## config.mk

```make
export PLATFORM = sky130hd
export DESIGN_NAME = sobel_mem_responder
export DESIGN_NICKNAME = d
export VERILOG_FILES = /design/src/rtl/sobel_mem_responder.sv
export SDC_FILE = /design/constraint.sdc
export NUM_CORES = 1
export LEC_CHECK = 0
export BUFFER_PORTS_ARGS = -buffer_cell sky130_fd_sc_hd__buf_4
export CAP_MARGIN = 20
export CORE_ASPECT_RATIO = 1.4
export CORE_UTILIZATION = 39
export DETAILED_ROUTE_END_ITERATION = 10
export GPL_ROUTABILITY_DRIVEN = 0
export PLACE_DENSITY = 0.65
export SYNTH_ARGS = -nofsm -noshare
export SYNTH_HDL_FRONTEND = slang
export SYNTH_SLANG_ARGS = --single-unit
```

## constraint.sdc

```tcl
create_clock -name clk -period 3 [get_ports clk]
set_input_delay 0.15 -clock clk [delete_from_list [all_inputs] [get_ports clk]]
set_output_delay 0.15 -clock clk [all_outputs]
set_load 0.03 [all_outputs]
```

## src/rtl/sobel_mem_responder.sv

```systemverilog
// Memory-side responder for the Sobel accelerator: splits 3x3 window reads into
// per-row word fetches and turns 16-bit result writes into byte-strobed word writes.
module sobel_mem_responder (
    input  logic        clk,
    input  logic        internal_rst_n,
    input  logic [15:0] img_width,
    input  logic        mem_read_req,
    input  logic [31:0] mem_read_addr,
    output logic        mem_read_ack,
    output logic [71:0] mem_read_data,
    input  logic        mem_write_req,
    input  logic [31:0] mem_write_addr,
    input  logic [15:0] mem_write_data,
    output logic        mem_write_ack,
    output logic        bus_req,
    output logic        bus_we,
    output logic [31:0] bus_addr,
    output logic [31:0] bus_wdata,
    output logic [3:0]  bus_wstrb,
    input  logic [31:0] bus_rdata,
    input  logic        bus_ack,
    output logic        busy,
    output logic        err_misaligned
);

    typedef enum logic [2:0] {IDLE, RD_FETCH, RD_RESP, WR_BUS, WR_RESP} state_t;

    state_t      state;
    logic [31:0] row_addr;
    logic [31:0] stride;
    logic [1:0]  row;
    logic        word;
    logic [31:0] word0_buf;
    logic [47:0] rows_buf;

    logic [1:0]  off;
    logic        row_done;
    logic [63:0] row_words;
    logic [23:0] row_pixels;
    logic [31:0] next_row_addr;

    // A row starting at byte offset 2 or 3 straddles into the following word.
    assign off           = row_addr[1:0];
    assign row_done      = ~off[1] | word;
    assign row_words     = word ? {bus_rdata, word0_buf} : {32'h0, bus_rdata};
    assign row_pixels    = row_words[{off, 3'b000} +: 24];
    assign next_row_addr = row_addr + stride;

    // NOTE: every register here, including the data buffers, uses non-blocking
    // assignments and the asynchronous reset so a mid-transaction reset leaves no stale state.
    always_ff @(posedge clk or negedge internal_rst_n) begin
        if (!internal_rst_n) begin
            state          <= IDLE;
            row_addr       <= 32'h0;
            stride         <= 32'h0;
            row            <= 2'd0;
            word           <= 1'b0;
            word0_buf      <= 32'h0;
            rows_buf       <= 48'h0;
            mem_read_ack   <= 1'b0;
            mem_read_data  <= 72'h0;
            mem_write_ack  <= 1'b0;
            bus_req        <= 1'b0;
            bus_we         <= 1'b0;
            bus_addr       <= 32'h0;
            bus_wdata      <= 32'h0;
            bus_wstrb      <= 4'h0;
            busy           <= 1'b0;
            err_misaligned <= 1'b0;
        end else begin
            mem_read_ack  <= 1'b0;
            mem_write_ack <= 1'b0;
            case (state)
                IDLE: begin
                    if (mem_write_req) begin
                        busy <= 1'b1;
                        if (mem_write_addr[0]) begin
                            err_misaligned <= 1'b1;
                            mem_write_ack  <= 1'b1;
                            state          <= WR_RESP;
                        end else begin
                            bus_req   <= 1'b1;
                            bus_we    <= 1'b1;
                            bus_addr  <= {mem_write_addr[31:2], 2'b00};
                            bus_wdata <= {2{mem_write_data}};
                            bus_wstrb <= mem_write_addr[1] ? 4'b1100 : 4'b0011;
                            state     <= WR_BUS;
                        end
                    end else if (mem_read_req) begin
                        busy      <= 1'b1;
                        row_addr  <= mem_read_addr;
                        stride    <= {16'h0, img_width};
                        row       <= 2'd0;
                        word      <= 1'b0;
                        bus_req   <= 1'b1;
                        bus_we    <= 1'b0;
                        bus_wstrb <= 4'h0;
                        bus_addr  <= {mem_read_addr[31:2], 2'b00};
                        state     <= RD_FETCH;
                    end
                end
                RD_FETCH: begin
                    if (bus_ack) begin
                        if (!row_done) begin
                            word0_buf <= bus_rdata;
                            word      <= 1'b1;
                            bus_addr  <= bus_addr + 32'd4;
                        end else begin
                            word     <= 1'b0;
                            row_addr <= next_row_addr;
                            bus_addr <= {next_row_addr[31:2], 2'b00};
                            if (row == 2'd2) begin
                                mem_read_data <= {row_pixels, rows_buf};
                                mem_read_ack  <= 1'b1;
                                bus_req       <= 1'b0;
                                state         <= RD_RESP;
                            end else begin
                                if (row == 2'd0) rows_buf[23:0]  <= row_pixels;
                                else             rows_buf[47:24] <= row_pixels;
                                row <= row + 2'd1;
                            end
                        end
                    end
                end
                WR_BUS: begin
                    if (bus_ack) begin
                        bus_req       <= 1'b0;
                        bus_we        <= 1'b0;
                        mem_write_ack <= 1'b1;
                        state         <= WR_RESP;
                    end
                end
                RD_RESP, WR_RESP: begin
                    busy  <= 1'b0;
                    state <= IDLE;
                end
                default: begin
                    busy  <= 1'b0;
                    state <= IDLE;
                end
            endcase
        end
    end

endmodule

```

======== After elaboration in Yosys (flattened, before gate mapping) ========
Cells that the tools add are included.
storage, ports and cells
  register bits after elaboration ......... 280
  bits of input ports ..................... 133
  output and inout port bits .............. 146
  logic and storage cells ................. 121
cells by class
  add/subtract/negate cells ............... 3
  equality and inequality tests ........... 13
  shifts and indexed selects .............. 1
  multiplexer cells ....................... 55
  bitwise gates (word level) .............. 8
  reduce and logical (&&, ||, !) cells .... 23
operators with widths
  cell                                                 number
  two-way mux 32 bit                                   9
  case mux 32 bit (2 select lines)                     2
  two-way mux 64 bit                                   1
  variable part select 64 x 6 -> 24 bit                1
  adder 32 x 16 -> 32 bit                              1
  adder 32 x 3 -> 32 bit, second input constant        1
  two-way mux 3 bit                                    7
  two-way mux 1 bit                                    20
  AND reduction 5 bit                                  4
  two-way mux 4 bit                                    4
  inequality test 2 bit, second input constant         8
  AND reduction 4 bit                                  4
  AND reduction 3 bit                                  5
  two-way mux 2 bit                                    5
  case mux 3 bit (3 select lines)                      1
  case mux 1 bit (2 select lines)                      4
  inverter 1 bit                                       7
  AND reduction 7 bit                                  1
  inequality test 3 bit, second input constant         2
  AND reduction 6 bit                                  1
  nonzero test 2 bit                                   3
  case mux 2 bit (2 select lines)                      1
  equality test 3 x 1 -> 1 bit, second input constant  1
  equality test 3 x 2 -> 1 bit, second input constant  1
  9 further kinds                                      9

======== Depth between registers and ports, before layout ========
  depth after elaboration ................. 5
  mapped depth ............................ 9
  gate-level depth less buffers ........... 9

======== Worst setup path after synthesis ========
No wires, ideal clock.
  path type ............................... register to register
  start ................................... register row_addr[0]
  end ..................................... register bus_addr[28]
  setup time .............................. 0.126 ns
  arrival ................................. 2.371 ns
  setup slack ............................. 0.503 ns
  stages on the path, launching flop included .. 10
  clock period less this slack ............ 2.497 ns
  cell sequence ........................... dfrtp_1 -> ha_1 -> fa_1 -> a21o_1 -> a221oi_2 -> o21ai_2 -> and4_1 -> o211ai_1 -> xnor2_1 -> a221o_1
on the way
  word-level cells in the longest chain between the ends .. 4
RTL lines
  element                           RTL line  RTL
  start, declared                   29        logic [31:0] row_addr;
  start signal, assigned            91        row_addr <= mem_read_addr;
  start signal, assigned            110       row_addr <= next_row_addr;
  adder 32 x 16 -> 32 bit           47        assign next_row_addr = row_addr + stride;
  two-way mux 32 bit                104       if (!row_done) begin
  two-way mux 32 bit                103       if (bus_ack) begin
  case mux 32 bit (2 select lines)  73        case (state)
  end signal, assigned              84        bus_addr <= {mem_write_addr[31:2], 2'b00};
  end signal, assigned              107       bus_addr <= bus_addr + 32'd4;
  end signal, assigned              111       bus_addr <= {next_row_addr[31:2], 2'b00};
  end, declared                     17        output logic [31:0] bus_addr,
No other way between the ends. The select of a mux whose other input is x is not followed.
A chain may end at the register's enable or synchronous reset.

======== Final worst setup path ========
Same ends and word-level chain as after synthesis.

==> metrics.txt <==
P per Cell Area=1140 nW/um2; Slew Limit Fails=0; worst-case reg-to-reg path depth=9; # rows=81; Worst R2R Start=row_addr[0]$_DFFE_PN0P_; worst path arrival time=3.23 ns; via count=12200; Worst Path Max Fanout=6; Syn Area/Cell=9.58 um2; DRC viols=0; Setup crit start kind=register; Via density=5.43; Area Overhead vs Synth=32.9%; Hold Path Cell Cnt=4; post-cts sizing count=0; Die X=161 um; TritonCTS clock tree=yes; # setup viols final=0; clock sink total=260; clk_lat worst skew=0.56 ns; max incr delay on CP=0.41 ns; Max Cap Viol=0; cell depth of the worst setup path=9; Reg clk slew, reported paths=0.07 ns; #FFs+latches synth=260; initial antenna violation count=0; Largest delay share family, worst path=compound AO/OA/AOI/OAI gates; Post-DP HPWL=30700 um; RSZ-0062 raised after global routing=false; first-pass GRT wire length=67700 um; met1 WL=16600 um; Synth cell types=82; CP endpoint=bus_addr[28]$_DFFE_PN0P_; drt pass-1 iters=5; Non-Filler Instances=2253; WL/cell=19.1 um; Cell Chain, Critical Path=ha_1 > fa_1 > a21o_1 > a221oi_2 > o21ai_2 > and4_1 > o211ai_1 > xnor2_1 > a221o_1; DR top layer=met4; Crit path buffers/inverters=0; Netlist Area Pre-Place=13700 um2; vias in the first global route=12200; Worst EP required=3.42 ns; Cells after Synth=1435; final WL=43100 um; ys flop type=dfrtp_1; placed cells=2104; Initial Util=39.4%; crit share post-route=93.7%; routed length on met2=21800 um; largest net degree at the start of global routing=99; I/O Buffers=276; maximum vdd drop=0.000566 V; Detail Route Antenna Nets=0; Synthesis Warnings=0; outcome=finished clean; clock buffer depth=3; I/O pin count=279; min Tclk post-route=2.81 ns; critical path class=reg -> reg; share of layout cells above drive strength 1=27.1%; capture point of the worst reg-to-reg path=bus_addr[28]$_DFFE_PN0P_; Crit. Startpoint=row_addr[0]$_DFFE_PN0P_; Post-Place Cell Area=16300 um2; Critical Path End Type=register; Pleak=0.00857 uW; Worst Hold Class=in -> reg; # H-tree levels=1; setup TNS=0 ns; Die ar.=36000 um2; die height=224 um; async set-or-reset flop fraction in the synthesized netlist=100%; Slew headroom=45.0%; Antenna diodes=0; CP max-delay cell=fa_1; Num CTS Buffers=27; gr usage total=23.9%; GRT Residual Overflow=0; Max Clock Skew=0.0258 ns; Final Hold Fails=0; Worst-Margin Slew=0.824 ns; EDFF count, synth=0; Peak Freq=0.356 GHz; fin area=18300 um2; Setup Fix Bufs, Post-CTS=0; sequential fraction of the synthesis area=47.3%; drt first-iter violations=914; Core ar.=34900 um2; routed wl met3=2400 um; Root Driver=clkbuf_16; R2R setup slack=0.19 ns; Fillers=3208; Nets=1929
==> metal layers <==
layer  global-route usage, %  up-vias
met1                    28.1     5917
li1                        -     5736
met4                    12.7        0
met3                    2.87      118
met5                       0        -
met2                    42.4      453
==> worst reg2reg max path, delay by kind of cell (launching register included) <==
family | cells | cell delay, ns
flops | 1 | 0.40
simple gates | 1 | 0.25
xor+xnor | 1 | 0.10
compound gates | 5 | 1.29
fa+ha+maj | 2 | 0.64
==> power breakdown <==
group	leakage [uW]	total (uW)	internal, uW	switching [uW]
Combinational	0.00485	10800	4250	6570
Sequential	0.00326	6410	5090	1320
Clock	0.000458	3550	2090	1460
==> layout by cell type, fill, tap and decap left out, drive strengths merged, types with 12 or more instances in the layout <==
| cell type | Yosys | final |
|---|---|---|
| ha | 19 | 19 |
| xnor2 | 21 | 21 |
| o21ai | 96 | 96 |
| nand3 | 38 | 38 |
| o22a | 13 | 13 |
| and3 | 16 | 16 |
| xor2 | 13 | 13 |
| dfrtp | 260 | 260 |
| inv | 11 | 12 |
| mux2i | 64 | 64 |
| mux2 | 75 | 75 |
| nor2b | 14 | 14 |
| buf | 55 | 325 |
| a21oi | 82 | 82 |
| dlygate4sd3 | 0 | 99 |
| clkbuf | 58 | 37 |
| nor2 | 95 | 95 |
| nor3 | 25 | 25 |
| nand2 | 302 | 302 |
| a31oi | 23 | 23 |
==> cell usage after synthesis, types with 4 or more instances <==
cell      count  area [um2]
clkbuf_1     56         210
a211o_1       8        70.1
and4_1        7        61.3
nor2_1       90         338
ha_1         19         238
buf_2        24         120
a21oi_1      80         400
a211oi_1      6        45.0
a21o_1        9        67.6
xor2_1       13         114
inv_1        10        37.5
a221oi_1      5        43.8
buf_4        22         165
a22o_1        4        35.0
o21ai_0      93         465
mux4_2        9         203
a22oi_1       6        45.0
a31oi_1      21         131
o22a_1       13         114
nand2_1     302        1130
dfrtp_1     260        6510
o32ai_1       4        35.0
nor3_1       24         120
nand3_1      36         180
nor2b_1      14        87.6
o211ai_1      7        52.6
xnor2_1      21         184
mux2i_1      64         641
nand4_1      10        62.6
and2_1        6        37.5
and3_1       16         100
o22ai_1       8        50.1
o221ai_1      6        52.6
mux2_2       75         845
o31ai_1       4        30.0
buf_1         8        30.0
==> area by class of cell <==
type / count / area (um2) / share of cell area, %
sequential: 260 / 6510 / 35.6
multi-input combinational: 1052 / 6670 / 36.5
clock buffer: 37 / 783 / 4.29
timing repair buffer: 424 / 3540 / 19.4
tap: 456 / 571 / 3.12
clock inverter: 13 / 155 / 0.849
inverter: 11 / 41.3 / 0.226
==> state kept, by name, indices dropped and copies added, names as in the netlist, 2 cells and up <==
register	count
row	2
row_addr	32
state	3
bus_wstrb	2
bus_addr	30
stride	16
bus_wdata	16
rows_buf	48
word0_buf	32
mem_read_data	72
==> stage by stage <==
step | power [uW] | hold slack [ns] | worst slack [ns] | utilization, %
finish | 20800 | 0.0254 | 0.189 | 52.4
global route | 22100 | 0.0230 | 0.0144 | 52.4
CTS | 20900 | 0.0000524 | 0.191 | 52.4
detailed placement | 17100 | 0.280 | 0.214 | 46.9
global placement | 16900 | 0.276 | 0.251 | 46.9
floorplan | 13400 | -0.146 | 0.503 | -
==> worst min path at each step <==
stage               slack, ns                  endpoint         startpoint
floorplan               -0.15  bus_addr[10]$_DFFE_PN0P_     internal_rst_n
global placement         0.28  row_addr[21]$_DFFE_PN0P_     internal_rst_n
detailed placement       0.28  row_addr[21]$_DFFE_PN0P_     internal_rst_n
CTS                   0.00005  row_addr[20]$_DFFE_PN0P_  mem_read_addr[20]
global route             0.02  row_addr[20]$_DFFE_PN0P_  mem_read_addr[20]
finish                   0.03  row_addr[29]$_DFFE_PN0P_  mem_read_addr[29]
==> cell families after synthesis <==
kind of cell,Yosys count,synth area share (%)
simple gates,529,16.9
compound gates,319,15.2
flops,260,47.3
mux,148,12.3
buf+inv,124,4.28
xor+xnor,34,2.17
fa+ha+maj,20,1.87
other cells,1,0.0273
==> timing repair <==
action,in CTS,in global routing
endpoints found under the setup margin,0,1
hold endpoints to repair,193,0
hold buffers,99,0
(Power assumes the default switching activity.)
